==> config.mk <==
export PLATFORM = sky130hd
export DESIGN_NAME = apple_gen
export DESIGN_NICKNAME = d
export VERILOG_FILES = /design/src/rtl/apple_gen.sv
export SDC_FILE = /design/constraint.sdc
export NUM_CORES = 1
export LEC_CHECK = 0
export ABC_AREA = 1
export BUFFER_PORTS_ARGS = -buffer_cell sky130_fd_sc_hd__buf_2
export CORE_MARGIN = 2
export CORE_UTILIZATION = 65
export DETAILED_ROUTE_END_ITERATION = 12
export HOLD_SLACK_MARGIN = 0.15
export PLACE_DENSITY = 0.84
export SLEW_MARGIN = 20
export SYNTH_ARGS = -nofsm -noshare
export SYNTH_HDL_FRONTEND = slang
export SYNTH_SLANG_ARGS = --single-unit
==> constraint.sdc <==
create_clock -name VGA_clk -period 5.9 [get_ports VGA_clk]
set_input_delay 0.295 -clock VGA_clk [delete_from_list [all_inputs] [get_ports VGA_clk]]
set_output_delay 0.295 -clock VGA_clk [all_outputs]
set_load 0.005 [all_outputs]
==> src/rtl/apple_gen.sv <==
// Apple placement, drawing and eat detection for the snake game.
// A grid-aligned candidate comes from an LFSR and is vetted against the snake for one full frame before it is shown.
module apple_gen #(
    parameter int          APPLE_SIZE = 8,
    parameter logic [15:0] LFSR_SEED  = 16'hACE1
) (
    input  logic       VGA_clk,
    input  logic       SWRES,
    input  logic [9:0] pixel_row,
    input  logic [9:0] pixel_column,
    input  logic       head_on,
    input  logic       body_on,
    output logic       apple_on,
    output logic       got_apple,
    output logic [7:0] score
);

    typedef enum logic [2:0] {
        PLACE,
        WAIT_SOF,
        SCAN,
        ACTIVE,
        EAT
    } state_t;

    state_t      state, state_nxt;
    logic [15:0] lfsr;
    logic        lfsr_fb;
    logic [10:0] apple_x, apple_y;
    logic [10:0] cand_x, cand_y;
    logic        hit, conflict;

    logic [6:0]  ix;
    logic [5:0]  iy;
    logic        cand_valid;
    logic [10:0] cand_nx, cand_ny;
    logic [10:0] pc, pr, sz;
    logic        apple_pix, cand_on;
    logic        sof, eof;
    logic        conflict_now, hit_now;
    logic        eat_go;

    // x^16 + x^14 + x^13 + x^11 + 1
    assign lfsr_fb    = lfsr[15] ^ lfsr[13] ^ lfsr[12] ^ lfsr[10];

    assign ix         = lfsr[6:0];
    assign iy         = lfsr[14:9];
    assign cand_valid = (ix < 7'd77) && (iy < 6'd57);
    assign cand_nx    = 11'd20 + 11'd10 * {4'd0, ix};
    assign cand_ny    = 11'd20 + 11'd10 * {5'd0, iy};

    // Widen before adding the extent so pixel + size cannot wrap.
    assign pc = {1'b0, pixel_column};
    assign pr = {1'b0, pixel_row};
    assign sz = 11'(APPLE_SIZE);

    assign apple_pix = (apple_x <= pc + sz) && (apple_x >= pc) &&
                       (apple_y <= pr + sz) && (apple_y >= pr);
    assign cand_on   = (cand_x <= pc + sz) && (cand_x >= pc) &&
                       (cand_y <= pr + sz) && (cand_y >= pr);
    assign apple_on  = (state == ACTIVE) && apple_pix;

    assign sof = (pixel_row == 10'd0)   && (pixel_column == 10'd0);
    assign eof = (pixel_row == 10'd599) && (pixel_column == 10'd799);

    assign conflict_now = cand_on && (head_on || body_on);
    assign hit_now      = apple_on && head_on;
    assign eat_go       = (state == ACTIVE) && eof && (hit || hit_now);

    always_ff @(posedge VGA_clk) begin
        if (!SWRES) state <= PLACE;
        else        state <= state_nxt;
    end

    always_comb begin
        state_nxt = state;
        case (state)
            PLACE:    if (cand_valid) state_nxt = WAIT_SOF;
            WAIT_SOF: if (sof) state_nxt = SCAN;
            SCAN:     if (eof) state_nxt = (conflict || conflict_now) ? PLACE : ACTIVE;
            ACTIVE:   if (eat_go) state_nxt = EAT;
            EAT:      state_nxt = PLACE;
            default:  state_nxt = PLACE;
        endcase
    end

    always_ff @(posedge VGA_clk) begin
        if (!SWRES) begin
            lfsr      <= LFSR_SEED;
            score     <= 8'd0;
            got_apple <= 1'b0;
            hit       <= 1'b0;
            conflict  <= 1'b0;
            apple_x   <= 11'd0;
            apple_y   <= 11'd0;
            cand_x    <= 11'd0;
            cand_y    <= 11'd0;
        end else begin
            lfsr      <= {lfsr[14:0], lfsr_fb};
            got_apple <= eat_go;
            case (state)
                PLACE: begin
                    if (cand_valid) begin
                        cand_x <= cand_nx;
                        cand_y <= cand_ny;
                    end
                end
                WAIT_SOF: begin
                    if (sof) conflict <= conflict_now;
                end
                SCAN: begin
                    conflict <= conflict || conflict_now;
                    if (eof) begin
                        hit <= 1'b0;
                        if (!(conflict || conflict_now)) begin
                            apple_x <= cand_x;
                            apple_y <= cand_y;
                        end
                    end
                end
                ACTIVE: begin
                    if (eof) begin
                        hit <= 1'b0;
                        // Score updates alongside the pulse so it reads new in the EAT cycle.
                        if (hit || hit_now) score <= (score == 8'hFF) ? score : score + 8'd1;
                    end else begin
                        hit <= hit || hit_now;
                    end
                end
                default: ;
            endcase
        end
    end

endmodule

# After elaboration in Yosys (flattened, before gate mapping)
# Cells that the tools add are included.
[op_classes]
n_reduce_logical = 28
bitwise_logic = 5
addsub = 5
n_mul = 2
n_lt_le_gt_ge = 10
eq_ne = 10
n_mux = 11
[ops]
columns = ["op", "n"]
rows = [
  [">= comparator 11 x 10 -> 1 bit", 4],
  ["less-or-equal comparator 11 bit", 4],
  ["adder 10 x 4 -> 11 bit, second input constant", 2],
  ["equality test 10 bit, second input constant", 2],
  ["logical NOT 10 bit", 2],
  ["logical AND 1 bit", 14],
  ["2-to-1 mux 3 bit", 4],
  ["case mux 3 bit (4 select lines)", 1],
  ["adder 5 x 10 -> 11 bit, first input constant", 1],
  ["adder 5 x 11 -> 11 bit, first input constant", 1],
  ["multiplier 3 x 7 -> 10 bit, first input constant", 1],
  ["multiplier 3 x 6 -> 9 bit, first input constant", 1],
  ["adder 8 x 1 -> 8 bit, second input constant", 1],
  ["equality test 8 bit, second input constant", 1],
  ["inequality test 2 bit, second input constant", 4],
  ["AND reduction 4 bit", 2],
  ["< comparator 7 bit, second input constant", 1],
  ["equality test 3 x 2 -> 1 bit, second input constant", 2],
  ["< comparator 6 bit, second input constant", 1],
  ["AND reduction 2 bit", 3],
  ["case mux 1 bit (2 select lines)", 2],
  ["nonzero test 2 bit", 2],
  ["equality test 3 x 1 -> 1 bit, second input constant", 1],
  ["logical NOT 3 bit", 1],
  ["6 further kinds", 13],
]
[totals]
elab_cells = 81
out_inout_bits = 10
reg_bits = 74
in_bits = 24

# Longest topological paths before layout
[depth]
depth_word = 11
depth_mapped = 23
ltp_nobuf = 23

# Worst setup path before layout
# OpenSTA, ideal clock, no wires.
[synth_timing]
kind = "input to register"
start = "input port pixel_row[5]"
end = "register apple_x[8]"
arrival_time_ns = 2.261
setup_ns = 0.113
slack_ns = 3.526
stages = 16
required_time_ns = 5.787
path_buffers = 1
cell_sequence = "inv_1 > nor3_1 > nand3_1 > nor2_1 > nand2_1 > ha_1 > nand2_1 > nor3_1 > nand3_1 > a21oi_1 > nand3_4 > nand4_4 > buf_6 > nand2_1 > nand2_1 > nor2_1"
[synth_between]
elab_chain_cells = 8
elab_cells_between_ends = 11
classes_between = "add/sub (1); order compare (2); eq/ne (1); bitwise (1); reduce/logical (6)"
[synth_lines]
columns = ["element", "line", "source"]
rows = [
  ["start: declaration", "9", "input logic [9:0] pixel_row,"],
  ["adder 10 x 4 -> 11 bit", "60", "(cand_y <= pr + sz) && (cand_y >= pr);"],
  ["less-or-equal comparator 11 bit", "60", ""],
  ["logical AND 1 bit", "59", "assign cand_on = (cand_x <= pc + sz) && (cand_x >= pc) &&"],
  ["logical AND 1 bit", "60", ""],
  ["logical AND 1 bit", "66", "assign conflict_now = cand_on && (head_on || body_on);"],
  ["logical OR 1 bit", "115", "if (!(conflict || conflict_now)) begin"],
  ["NOT 1 bit (no line)", "--", ""],
  ["AND reduction 3 bit (no line) (*)", "--", ""],
  ["end signal: assignment", "116", "apple_x <= cand_x;"],
  ["end: declaration", "29", "logic [10:0] apple_x, apple_y;"],
]
# Mark *: on every way between the ends. The rest lies on a longest branch, timed or not.
# A chain may end at the register's enable or synchronous reset.

# Final worst setup path
[layout_timing]
start = "input port pixel_row[5]"
end = "output port apple_on"
[layout_between]
elab_chain_cells = 5
elab_cells_between_ends = 6
classes_between = "add/sub (1); order compare (2); reduce/logical (3)"
[layout_lines]
columns = ["element", "line", "source"]
rows = [
  ["adder 10 x 4 -> 11 bit", "58", "(apple_y <= pr + sz) && (apple_y >= pr);"],
  ["less-or-equal comparator 11 bit", "58", ""],
  ["logical AND 1 bit", "57", "assign apple_pix = (apple_x <= pc + sz) && (apple_x >= pc) &&"],
  ["logical AND 1 bit (*)", "58", ""],
  ["logical AND 1 bit (*)", "61", "assign apple_on = (state == ACTIVE) && apple_pix;"],
  ["end: declaration", "13", "output logic apple_on,"],
]
# Marks and branches as above.

==> results.cfg <==
[setup_path]
critPathTopFamily = simple AND/OR/NAND/NOR gates
worst-path-max-fanout = 4
path_buf_inv = 4
required_ps = 5610
path_class = input pin to output pin
arrival_ps = 2560
worstPathCellList = buf_2, inv_1, nor3_1, nand3_1, nor2_1, nand2_1, ha_1, nand4_1, nor2_1, nand4_1, nand2_1, inv_1, nor2_1, and3_1, buf_2
reg2reg_from = lfsr[1]
cp_slowest_stage_delay_ps = 320
worst_r2r_path_depth = 12
cp-end-kind = output pin
r2r-end = cand_x[8]
slowest_stage = ha_1
rrSetupSlack_ps = 3340
cpMostUsedCell = nor2_1
cp-start-kind = input pin

[yosys]
synth-edff-count = 0
synth_area_leaders = dfxtp_1 25%, ha_1 20%, nand2_1 11%
ys_warn_count = 0
synthesis.area_mm2 = 0.00552
synthDistinctLibCells = 40
syn_inst = 781
synthTopCellsByCount = 165 x nand2_1, 115 x inv_1, 89 x ha_1
avgSynthCellArea_um2 = 7.07
ys_async_sr_fraction = 0
synth-seq-cells = 70
synth_top_cell_area_share = 0.254
syn-num-nets = 896
yosysTopAreaCell = dfxtp_1
ys.flop_type = dfxtp_1
yosysSeqAreaShare = 0.254
yosysMostFrequentCell = nand2_1

[placed_design]
port_buffers = 33
post-place-cells = 904
postPlaceCellArea_mm2 = 0.00573
pre_cts_slack_ps = 2820
hpwlAfterDp_mm = 10.1
globalplace.congestion = 0.925

[sta]
fin_crit_ps = 2860
setup_tns_ps = 0
worst_slack_ps = 3040
setup_viol = 0
slew_headroom = 0.390
hold_viol = 0
worst_pin_slew_ps = 916
fin_worst_skew_ps = 8.70
rsz0062_at_grt = no
period_share = 0.484
slew_violations = 0
fmax_mhz = 350

[routing]
wl_per_cell_um = 14.3
drt_wl_total_mm = 13.1
drtPass1Iterations = 5
vias = 5221
viasPerCell = 5.68
ant_nets = 0
drc = 0
dr.first_iter.drc_count = 333

[clock_tree]
clkLatencyLatePin_ps = 350
htreeDepth = 3
cts_setup_buffers = 0
cts.clk_slew.worst_paths_ps = 70
cts_resized = 0
clock-root-buffer = clkbuf_8
cts_tree = built
cts_buffers = 9
holdBufCountCts = 0
cts_max_path_buffers = 2
cts_num_sinks = 70

[die]
die_h_um = 96.2
chipWidth_um = 96.2
dieArea_mm2 = 0.00925
start_util = 0.672
io_pins = 34
rows = 33
core_mm2 = 0.00822

[global_routing]
grt_max_degree = 53
use_met3 = 0.0540
use_met2 = 0.523
grt_pass1_wl_mm = 22.1
grt_usage = 0.304
first_global_vias = 5021
antenna_found_initial = 0
busiest_layer = met2
grt_use_met1 = 0.380
grt_overflow = 0

[pwr]
power.leakage_uw = 0.00321
p_per_area_mw_per_mm2 = 262
peakVddDrop_mv = 0.248

[cells_and_area]
nets = 925
area_growth_pct = 8.02
antenna_cells = 0
stdcell_area_mm2 = 0.00597
drive_above_1_share = 0.0848
final_cells = 919

[hold_path]
hold_depth = 2
holdPathEnd = lfsr[9]
min_path_type = register to register
hold_start = lfsr[8]

[job]
maxCapViolations = 0

[status]
status = complete, no violations
==> area by class of cell <==
type | count | area [µm²]
multi-input combinational | 578 | 3590
fill | 675 | 2250
sequential | 70 | 1400
inverter | 117 | 439
timing repair buffer | 34 | 173
tap | 105 | 131
clock buffer | 9 | 124
clock inverter | 6 | 111
==> report_power, final <==
part	leakage [µW]	internal [µW]	total (µW)	switching [µW]
combinational	0.00253	182	492	309
clock	0.000115	279	478	199
sequential	0.000573	525	595	69.5
total	0.00321	986	1560	578
==> how the worst max path moves through the flow <==
| stage | depth (start not counted) | endpoint | from |
|---|---|---|---|
| floorplan | 16 | apple_x[8] | pixel_row[5] |
| global placement | 20 | state[0] | pixel_row[5] |
| detailed placement | 20 | state[0] | pixel_row[5] |
| CTS | 15 | apple_on | pixel_row[5] |
| global route | 20 | state[0] | pixel_row[5] |
| finish | 15 | apple_on | pixel_row[5] |
==> flip-flops by register name, summed over array words and instances, names as in the netlist <==
name       cells
apple_x       10
apple_y       10
cand_x        10
cand_y        10
conflict       1
got_apple      1
hit            1
lfsr          16
score          8
state          3
==> logic make-up after synthesis <==
family / after synthesis / share of synthesized area
AOI/OAI and AO/OA: 108 / 0.110
xor gates and xnor gates: 31 / 0.0492
adders and majority gates: 91 / 0.209
buffers and inverters: 133 / 0.0969
DFF: 70 / 0.254
and+or+nand+nor: 348 / 0.281
==> per-layer routing <==
layer	share of wire	wire [µm]
met1	0.45	5950
met2	0.46	5980
met3	0.064	833
met4	0.027	360
met5	0	0
==> worst min-delay path: stages (launching register included) <==
cell,delay (ps)
dfxtp_1,310
nand2_1,50
inv_1,40
==> placed cells by master (no fill, tap or decap), drive strengths merged <==
master | netlist | routed
a21o | 2 | 2
a21oi | 66 | 66
a22o | 1 | 1
a311oi | 1 | 1
a31oi | 1 | 1
and3 | 1 | 1
buf | 10 | 34
bufinv | 0 | 3
clkbuf | 6 | 9
clkinv | 1 | 3
clkinvlp | 0 | 1
dfxtp | 70 | 70
fa | 2 | 2
ha | 89 | 89
inv | 116 | 116
nand2 | 167 | 167
nand3 | 44 | 44
nand3b | 2 | 2
nand4 | 24 | 24
nor2 | 85 | 85
nor3 | 11 | 11
nor4 | 9 | 9
nor4b | 1 | 1
o2111ai | 2 | 2
o211ai | 2 | 2
o21a | 5 | 5
o21ai | 26 | 26
o21bai | 2 | 2
or2 | 4 | 4
xnor2 | 9 | 9
xor2 | 22 | 22
==> through the flow <==
| step | utilization | hold slack (ps) | total power, µW |
|---|---|---|---|
| finish | 0.726 | 421 | 1560 |
| global route | 0.726 | 450 | 1670 |
| global placement | 0.698 | 404 | 1060 |
| detailed placement | 0.698 | 405 | 1080 |
| floorplan | - | 390 | 956 |
| CTS | 0.726 | 423 | 1560 |
(Power assumes the default switching activity.)
